**config.mk**
```make
export PLATFORM = sky130hd
export DESIGN_NAME = melody_scheduler
export DESIGN_NICKNAME = d
export VERILOG_FILES = /design/src/rtl/melody_scheduler.sv
export SDC_FILE = /design/constraint.sdc
export NUM_CORES = 1
export LEC_CHECK = 0
export ABC_AREA = 0
export ABC_CLOCK_PERIOD_IN_PS = 3700
export BUFFER_PORTS_ARGS = -buffer_cell sky130_fd_sc_hd__buf_2
export CORE_UTILIZATION = 41
export DETAILED_ROUTE_END_ITERATION = 6
export HOLD_SLACK_MARGIN = 0.03
export MAX_ROUTING_LAYER = met4
export PLACE_DENSITY = 0.68
export SETUP_SLACK_MARGIN = 0.5
export SLEW_MARGIN = 20
export SYNTH_ARGS = -nofsm -noshare
export SYNTH_HDL_FRONTEND = slang
export SYNTH_SLANG_ARGS = --single-unit
```
**constraint.sdc**
```tcl
create_clock -name clk -period 3.7 [get_ports clk]
set_input_delay 0.555 -clock clk [delete_from_list [all_inputs] [get_ports clk]]
set_output_delay 0.555 -clock clk [all_outputs]
set_load 0.01 [all_outputs]
```
**src/rtl/melody_scheduler.sv**
```systemverilog
// Jingle sequencer/arbiter for the shared buzzer tone path.
// Plays start/score/gameover note tables with note and gap timing.
module melody_scheduler #(
  parameter int NOTE_TICKS = 25000000,
  parameter int GAP_TICKS  = 2500000,
  parameter int CNT_W      = 25
) (
  input  logic        clk,
  input  logic        rst,
  input  logic [2:0]  req,
  input  logic        mute,
  output logic [21:0] pitch,
  output logic        music,
  output logic        busy,
  output logic [2:0]  grant,
  output logic        done
);

  typedef enum logic [1:0] {IDLE, NOTE, GAP} state_e;

  localparam logic [21:0] DO  = 22'd191571;
  localparam logic [21:0] RE  = 22'd170648;
  localparam logic [21:0] MI  = 22'd151515;
  localparam logic [21:0] FA  = 22'd143266;
  localparam logic [21:0] SO  = 22'd127551;
  localparam logic [21:0] SI  = 22'd101215;
  localparam logic [21:0] HDO = 22'd95420;

  localparam bit HAS_GAP = (GAP_TICKS > 0);
  localparam logic [CNT_W-1:0] NOTE_RL = CNT_W'(NOTE_TICKS - 1);
  localparam logic [CNT_W-1:0] GAP_RL =
    CNT_W'(HAS_GAP ? GAP_TICKS - 1 : 0);

  function automatic logic [21:0] tone(
    input logic [2:0] g,
    input logic [2:0] i
  );
    logic [21:0] t;
    t = '0;
    unique case (1'b1)
      g[2]: begin
        case (i)
          3'd0:              t = SI;
          3'd1, 3'd2, 3'd3:  t = FA;
          3'd4:              t = MI;
          3'd5:              t = RE;
          default:           t = DO;
        endcase
      end
      g[1]: begin
        case (i)
          3'd0:    t = DO;
          3'd1:    t = MI;
          3'd2:    t = SO;
          default: t = HDO;
        endcase
      end
      default: begin
        case (i)
          3'd4:       t = DO;
          3'd6, 3'd7: t = SO;
          default:    t = MI;
        endcase
      end
    endcase
    return t;
  endfunction

  state_e           state_q, state_d;
  logic [2:0]       idx_q, idx_d;
  logic [CNT_W-1:0] cnt_q, cnt_d;
  logic [2:0]       pend_q, pend_d;
  logic [2:0]       grant_q, grant_d;
  logic [21:0]      pitch_q, pitch_d;
  logic             music_q, music_d;
  logic             busy_q, busy_d;
  logic             done_q, done_d;

  logic [2:0] eff;
  logic [2:0] sel;
  logic [2:0] last;
  logic       start;

  always_comb begin
    state_d = state_q;
    idx_d   = idx_q;
    cnt_d   = cnt_q;
    grant_d = grant_q;
    done_d  = 1'b0;
    start   = 1'b0;
    sel     = 3'b000;
    // a request for the song already playing is dropped
    eff     = pend_q | (req & ~grant_q);
    pend_d  = eff;
    last    = grant_q[1] ? 3'd3 : 3'd7;
    case (state_q)
      IDLE: begin
        if (|eff) begin
          start = 1'b1;
          sel   = eff[2] ? 3'b100 : (eff[1] ? 3'b010 : 3'b001);
        end
      end
      NOTE, GAP: begin
        if (eff[2] && !grant_q[2]) begin
          start = 1'b1;
          sel   = 3'b100;
        end else if (cnt_q != '0) begin
          cnt_d = cnt_q - 1'b1;
        end else if (state_q == NOTE && HAS_GAP) begin
          state_d = GAP;
          cnt_d   = GAP_RL;
        end else if (idx_q != last) begin
          state_d = NOTE;
          idx_d   = idx_q + 3'd1;
          cnt_d   = NOTE_RL;
        end else begin
          state_d = IDLE;
          idx_d   = '0;
          grant_d = '0;
          done_d  = 1'b1;
        end
      end
      default: state_d = IDLE;
    endcase
    if (start) begin
      state_d = NOTE;
      grant_d = sel;
      pend_d  = eff & ~sel;
      idx_d   = '0;
      cnt_d   = NOTE_RL;
    end
    pitch_d = (state_d == IDLE) ? '0 : tone(grant_d, idx_d);
    music_d = (state_d == NOTE) && !mute;
    busy_d  = (state_d != IDLE);
  end

  always_ff @(posedge clk or posedge rst) begin
    if (rst) begin
      state_q <= IDLE;
      idx_q   <= '0;
      cnt_q   <= '0;
      pend_q  <= '0;
      grant_q <= '0;
      pitch_q <= '0;
      music_q <= 1'b0;
      busy_q  <= 1'b0;
      done_q  <= 1'b0;
    end else begin
      state_q <= state_d;
      idx_q   <= idx_d;
      cnt_q   <= cnt_d;
      pend_q  <= pend_d;
      grant_q <= grant_d;
      pitch_q <= pitch_d;
      music_q <= music_d;
      busy_q  <= busy_d;
      done_q  <= done_d;
    end
  end

  assign pitch = pitch_q;
  assign music = music_q;
  assign busy  = busy_q;
  assign grant = grant_q;
  assign done  = done_q;

endmodule

```
# --- After elaboration in Yosys (flattened, before gate mapping) ---
# Index checks and enable logic that the tools add are counted.
word_totals:
  word_cells: 93
  out_inout_bits: 28
  input_bits: 6
  ff_bits: 61
classes:
  eq_ne: 15
  n_reduce_logical: 17
  bitwise_logic: 5
  mux: 44
  n_addsub: 2
op_table:
  columns: ["op", "count"]
  rows:
  - ["2-to-1 mux 25 bit", 6]
  - ["case mux 18 bit (4 select lines)", 1]
  - ["case mux 18 bit (3 select lines)", 1]
  - ["2-to-1 mux 3 bit", 17]
  - ["case mux 22 bit (2 select lines)", 1]
  - ["case mux 18 bit (2 select lines)", 1]
  - ["nonzero test 25 bit", 1]
  - ["subtractor 25 x 1 -> 25 bit (second input constant)", 1]
  - ["2-to-1 mux 22 bit", 1]
  - ["== test 3 bit (second input constant)", 4]
  - ["2-to-1 mux 2 bit", 5]
  - ["2-to-1 mux 1 bit", 8]
  - ["!= test 2 bit (second input constant)", 4]
  - ["bitwise AND 3 bit", 2]
  - ["== test 3 x 2 -> 1 bit (second input constant)", 2]
  - ["NOT 3 bit", 2]
  - ["case mux 3 bit (2 select lines)", 1]
  - ["OR reduction 3 bit", 2]
  - ["AND reduction 5 bit", 1]
  - ["== test 2 x 1 -> 1 bit (second input constant)", 2]
  - ["zero test 2 bit", 2]
  - ["case mux 2 bit (2 select lines)", 1]
  - ["nonzero test 2 bit", 2]
  - ["nonzero test 4 bit", 1]
  - ["other kinds (11)", 14]

# --- Longest topological paths before layout ---
logic_depth:
  ltp_word: 13
  depth_mapped: 13
  ltp_nobuf: 10

# --- Worst setup path after synthesis ---
# Ideal clock, no wire load.
synth_timing:
  kind: "flip-flop to flip-flop"
  from: "register cnt_q[0]"
  to: "register pitch_q[7] (netlist: pitch[7])"
  setup_slack_ns: 1.098
  arrival_time_ns: 2.507
  stages_incl_launch_ff: 12
  setup_ns: 0.096
  required_time_ns: 3.604
  path_buffers: 3
  synth_period_minus_slack_ns: 2.602
  path_cell_list: "dfrtp_1 -> clkbuf_1 -> inv_1 -> ha_1 -> nor3b_2 -> nand4_4 -> or4_1 -> a31oi_2 -> buf_6 -> buf_12 -> nor3_2 -> a311oi_2"
synth_between:
  elab_chain_cells: 10
  elab_cells_between_ends: 29
  classes_between: "7 x eq/ne; 17 x mux; 5 x reduce/logical"
synth_lines:
  columns: ["element", "line_no", "rtl"]
  rows:
  - ["start, declared", "71", "logic [CNT_W-1:0] cnt_q, cnt_d;"]
  - ["start signal, assigned", "151", "cnt_q <= cnt_d;"]
  - ["nonzero test 25 bit (*)", "107", "end else if (cnt_q != '0) begin"]
  - ["2-to-1 mux 3 bit", "107", null]
  - ["2-to-1 mux 3 bit", "104", "if (eff[2] && !grant_q[2]) begin"]
  - ["2-to-1 mux 3 bit", "96", "case (state_q)"]
  - ["2-to-1 mux 3 bit", "125", "if (start) begin"]
  - ["== test 3 x 2 -> 1 bit (tied with other cells)", "42, 51", null]
  - ["OR reduction 3 bit / OR reduction 2 bit (equally long branches)", "42, 59", null]
  - ["case mux 18 bit (4 select lines) / case mux 18 bit (2 select lines) (equally long branches)", "42, 59", null]
  - ["case mux 22 bit (2 select lines)", "40", "unique case (1'b1)"]
  - ["2-to-1 mux 22 bit (*)", "132", "pitch_d = (state_d == IDLE) ? '0 : tone(grant_d, idx_d);"]
  - ["net pitch_d[7]", "74", "logic [21:0] pitch_q, pitch_d;"]
  - ["end signal, assigned", "154", "pitch_q <= pitch_d;"]
  - ["end, declared", "74", null]
# Mark *: on every way through the listed nets, which the timed path passes. The rest lies on a longest branch. The select of a mux whose other input is x is not followed.
# A chain may end at the register's enable or synchronous reset.

# --- Final worst setup path ---
layout_timing:
  from: "register state_q[0]"
  to: "register pitch_q[9] (netlist: pitch[9])"
layout_between:
  elab_chain_cells: 11
  elab_cells_between_ends: 37
  classes_between: "9 x eq/ne; 22 x mux; 6 x reduce/logical"
layout_lines:
  columns: ["element", "line_no", "rtl"]
  rows:
  - ["start, declared", "69", "state_e state_q, state_d;"]
  - ["start signal, assigned", "149", "state_q <= state_d;"]
  - ["== test 2 x 1 -> 1 bit", "96, 109", null]
  - ["2-to-1 mux 3 bit", "109", "end else if (state_q == NOTE && HAS_GAP) begin"]
  - ["2-to-1 mux 3 bit", "107", null]
  - ["2-to-1 mux 3 bit", "104", null]
  - ["2-to-1 mux 3 bit", "96", null]
  - ["2-to-1 mux 3 bit", "125", null]
  - ["== test 3 x 2 -> 1 bit (tied with other cells)", "42, 51", null]
  - ["OR reduction 3 bit / OR reduction 2 bit (equally long branches)", "42, 59", null]
  - ["case mux 18 bit (4 select lines) / case mux 18 bit (2 select lines) (equally long branches)", "42, 59", null]
  - ["case mux 22 bit (2 select lines)", "40", null]
  - ["2-to-1 mux 22 bit (*)", "132", null]
  - ["net pitch_d[9]", "74", null]
# Marks and branches as above.

==> qor.json <==
{
  "min-delay-path-class": "in -> async",
  "rsz_0062_raised_after_global_routing": "false",
  "avgRoutedWirePerCell_um": 16.71,
  "remaining_drc_errors": 0,
  "grtUsageTotal_pct": 19.69,
  "io_pins": 34,
  "numPortBuffers": 29,
  "grt_pass1_vias": 2723,
  "gp_congestion": 0.9174,
  "post_cts_buffers": 0,
  "data_arrival_at_the_endpoint_of_the_critical_path_ns": 3.21,
  "grt_antenna_before_repair": 0,
  "cts_tree": "built",
  "starting_utilization_of_the_core_area_pct": 43.14,
  "timing.fmax_mhz": 336.6,
  "ys_dominant_reg_cell": "sky130_fd_sc_hd__dfrtp_1",
  "sequential_share_of_the_synthesized_area_pct": 41.39,
  "final_core_utilization_pct": 47.27,
  "antennaDiodeCount": 0,
  "post_synth_edffs": 0,
  "period_share_pct": 80.30,
  "rows": 32,
  "outcome": "completed",
  "fillCellCount": 782,
  "crit-reg2reg-launch": "state_q[0]$_DFF_PP0_",
  "worstPathRequired_ns": 3.94,
  "synth-warning-count": 0,
  "finalSetupTns_ns": 0,
  "drt_pre_antenna_iters": 4,
  "maxSlewHeadroom_pct": 46.61,
  "floorplan.die_area_um2": 8626,
  "tightest_slew_ns": 0.7996,
  "power.ir.vdd_worst_mv": 0.3677,
  "ant_nets": 0,
  "finalWorstPathRequiredPeriod_ns": 2.971,
  "cts_hold_buf": 0,
  "drive_above_1_share_pct": 22.11,
  "cellLeakagePower_nw": 1.507,
  "clock_latency_ns": 0.32,
  "synthesis.instances": 364,
  "netlist-cell-type-count": 70,
  "h-tree-depth": 2,
  "cts.sink_count": 56,
  "clock-root-buffer": "sky130_fd_sc_hd__clkbuf_8",
  "cts.path.max_buffers": 2,
  "synth_async_sr_flop_share_pct": 100.0,
  "postRouteWirelength_um": 8204,
  "post_synth_instance_area_um2": 3386,
  "ys_ff_latch": 56,
  "cp-startpoint": "state_q[0]$_DFF_PP0_",
  "timing.final.setup_violations": 0,
  "multi_input_gate_area_in_the_final_layout_um2": 1785,
  "setup.worst_path.class": "reg -> reg",
  "maximum_fanout_along_the_worst_path": 7,
  "maximum_number_of_pins_on_one_net_before_global_route_repair": 39,
  "gr-total-overflow": 0,
  "worst_setup_sp_type": "flop",
  "num_vias": 2916,
  "final.setup_skew_ns": 0.006371,
  "max_transition_viols_final": 0,
  "synth_area_per_cell_um2": 9.302,
  "drt_first_iter_violations": 192,
  "clkTransAtPathRegs_ns": 0.11,
  "place.detailed.hpwl_um": 5650,
  "die_w_um": 92.88,
  "pwr_density_cell_nw_per_um2": 677.9,
  "grt_pass1_wl_um": 13100,
  "maxCapViolCount": 0,
  "area.growth.synth_to_final_pct": 9.571,
  "area.sequential_um2": 1401,
  "timing.critical_path.to_type": "flop",
  "die-height_um": 92.88,
  "num-nets-final": 399,
  "number_of_buffers_added_by_the_clock_tree_synthesis_step": 5,
  "count_of_final_hold_check_violations": 0,
  "core_um2": 7848,
  "vias_per_cell": 5.939
}
[layout by cell type (no fill, tap or decap), types with 9 or more instances in the layout]
| cell | instances |
|---|---|
| sky130_fd_sc_hd__a21oi_1 | 29 |
| sky130_fd_sc_hd__buf_2 | 29 |
| sky130_fd_sc_hd__nor2_1 | 31 |
| sky130_fd_sc_hd__nand2_1 | 34 |
| sky130_fd_sc_hd__dfrtp_1 | 56 |
| sky130_fd_sc_hd__nand3_1 | 11 |
| sky130_fd_sc_hd__o21ai_0 | 27 |
| sky130_fd_sc_hd__o31ai_1 | 10 |
| sky130_fd_sc_hd__buf_4 | 9 |
| sky130_fd_sc_hd__nor3_1 | 9 |
| sky130_fd_sc_hd__inv_1 | 14 |
[cell type report]
type / count / share of cell area [%]
well taps: 102 / 3.440
clock inverters: 3 / 1.248
clock buffers: 5 / 1.855
inverters: 18 / 1.821
multi-input cells: 269 / 48.13
repair buffers: 38 / 5.734
flip-flops and latches: 56 / 37.77
[timing repair]
| action | in CTS | in global routing |
|---|---|---|
| gates resized for setup | 0 | 5 |
| endpoints found under the setup margin | 0 | 8 |
| hold endpoints to repair | 0 | 0 |
[worst paths after layout]
kind                                          to  slack [ns]  cells after the start
setup / recovery              pitch[9]$_DFF_PP0_        0.73                      9
hold / removal               pitch[12]$_DFF_PP0_        0.37                      2
setup reg to reg              pitch[9]$_DFF_PP0_        0.73                      9
hold reg to reg            cnt_q[17]$_DFFE_PP0P_        0.51                      1
max in group asynchronous    pitch[15]$_DFF_PP0_        2.57                      3
min in group clk                 music$_DFF_PP0_        0.37                      2
[worst max-delay path, cell delays in order, from the launching register on]
cell and delay (ns):
sky130_fd_sc_hd__dfrtp_1 0.42, sky130_fd_sc_hd__inv_1 0.06, sky130_fd_sc_hd__ha_1 0.38, sky130_fd_sc_hd__inv_1 0.12, sky130_fd_sc_hd__nor3_1 0.37, sky130_fd_sc_hd__nand4_1 0.18, sky130_fd_sc_hd__a21oi_1 0.51, sky130_fd_sc_hd__nor2_1 0.23
sky130_fd_sc_hd__maj3_1 0.41, sky130_fd_sc_hd__a221oi_2 0.21
[cells by family (layout without fill, tap and decap cells)]
| family | Yosys count | after routing | share of synthesized area, % |
|---|---|---|---|
| compound gates | 122 | 122 | 24.91 |
| flops | 56 | 56 | 41.39 |
| other cells | 1 | 4 | 0.1108 |
| fa+ha+maj | 7 | 7 | 2.476 |
| simple gates | 134 | 134 | 23.76 |
| buf+inv | 42 | 64 | 6.836 |
| xor+xnor | 2 | 2 | 0.5175 |
[flip-flops by register name, summed over array words and instances, names as in the netlist]
signal / count
grant: 3
music: 1
pend_q: 3
done: 1
idx_q: 3
busy: 1
cnt_q: 25
state_q: 2
pitch: 17
[per-layer routing]
layer  GRT usage, %  vias up  wire (µm)
met2          31.99       63       4050
met1          25.17     1447       3781
met4          6.923        0        126
li1               -     1391          -
met5              -        -          0
met3          2.791       15        245
[per-stage QoR]
step | std cells | instance area [µm²] | setup slack, ns | hold WS [ns] | power (mW)
global route | 491 | 3710 | 0.4905 | 0.3782 | 2.676
CTS | 491 | 3689 | 0.5544 | 0.3709 | 2.496
global placement | 483 | 3573 | 0.6920 | 0.4868 | 2.051
floorplan | 367 | 3397 | 1.098 | 0.4668 | 1.783
detailed placement | 483 | 3573 | 0.5617 | 0.4862 | 2.075
finish | 491 | 3710 | 0.7288 | 0.3690 | 2.515
[report_power, final]
group	switching, mW	total [mW]	internal (mW)
Sequential	0.0894	0.832	0.742
Combinational	0.823	1.26	0.434
Clock	0.222	0.426	0.204
Total	1.13	2.51	1.38
[cells in the mapped netlist, types with 3 or more instances]
master	number	share of area, %
sky130_fd_sc_hd__a221oi_2	3	1.3
sky130_fd_sc_hd__o21ai_1	4	0.59
sky130_fd_sc_hd__nand4_4	3	1.9
sky130_fd_sc_hd__nor4_1	4	0.74
sky130_fd_sc_hd__nand4_1	3	0.55
sky130_fd_sc_hd__and2_1	4	0.74
sky130_fd_sc_hd__buf_4	9	2.0
sky130_fd_sc_hd__inv_2	3	0.33
sky130_fd_sc_hd__inv_1	15	1.7
sky130_fd_sc_hd__o41ai_1	6	1.6
sky130_fd_sc_hd__nor2_1	31	3.4
sky130_fd_sc_hd__nand2b_1	3	0.55
sky130_fd_sc_hd__o22a_1	3	0.78
sky130_fd_sc_hd__nor4_4	3	1.9
sky130_fd_sc_hd__clkbuf_1	5	0.55
sky130_fd_sc_hd__dfrtp_1	56	41
sky130_fd_sc_hd__buf_2	7	1.0
sky130_fd_sc_hd__o22ai_1	6	1.1
sky130_fd_sc_hd__a22o_1	3	0.78
sky130_fd_sc_hd__ha_1	5	1.8
sky130_fd_sc_hd__o31ai_1	10	2.2
sky130_fd_sc_hd__nor2_2	3	0.55
sky130_fd_sc_hd__o21ai_0	27	4.0
sky130_fd_sc_hd__nor3_2	3	0.89
sky130_fd_sc_hd__a31oi_1	5	0.92
sky130_fd_sc_hd__or3_1	4	0.74
sky130_fd_sc_hd__nand3_1	11	1.6
sky130_fd_sc_hd__a21oi_1	29	4.3
sky130_fd_sc_hd__nand2_1	34	3.8
sky130_fd_sc_hd__and4_1	3	0.78
sky130_fd_sc_hd__nor3_1	9	1.3
sky130_fd_sc_hd__nor2b_1	4	0.74
No activity file was read; power rests on OpenSTA's default activity.
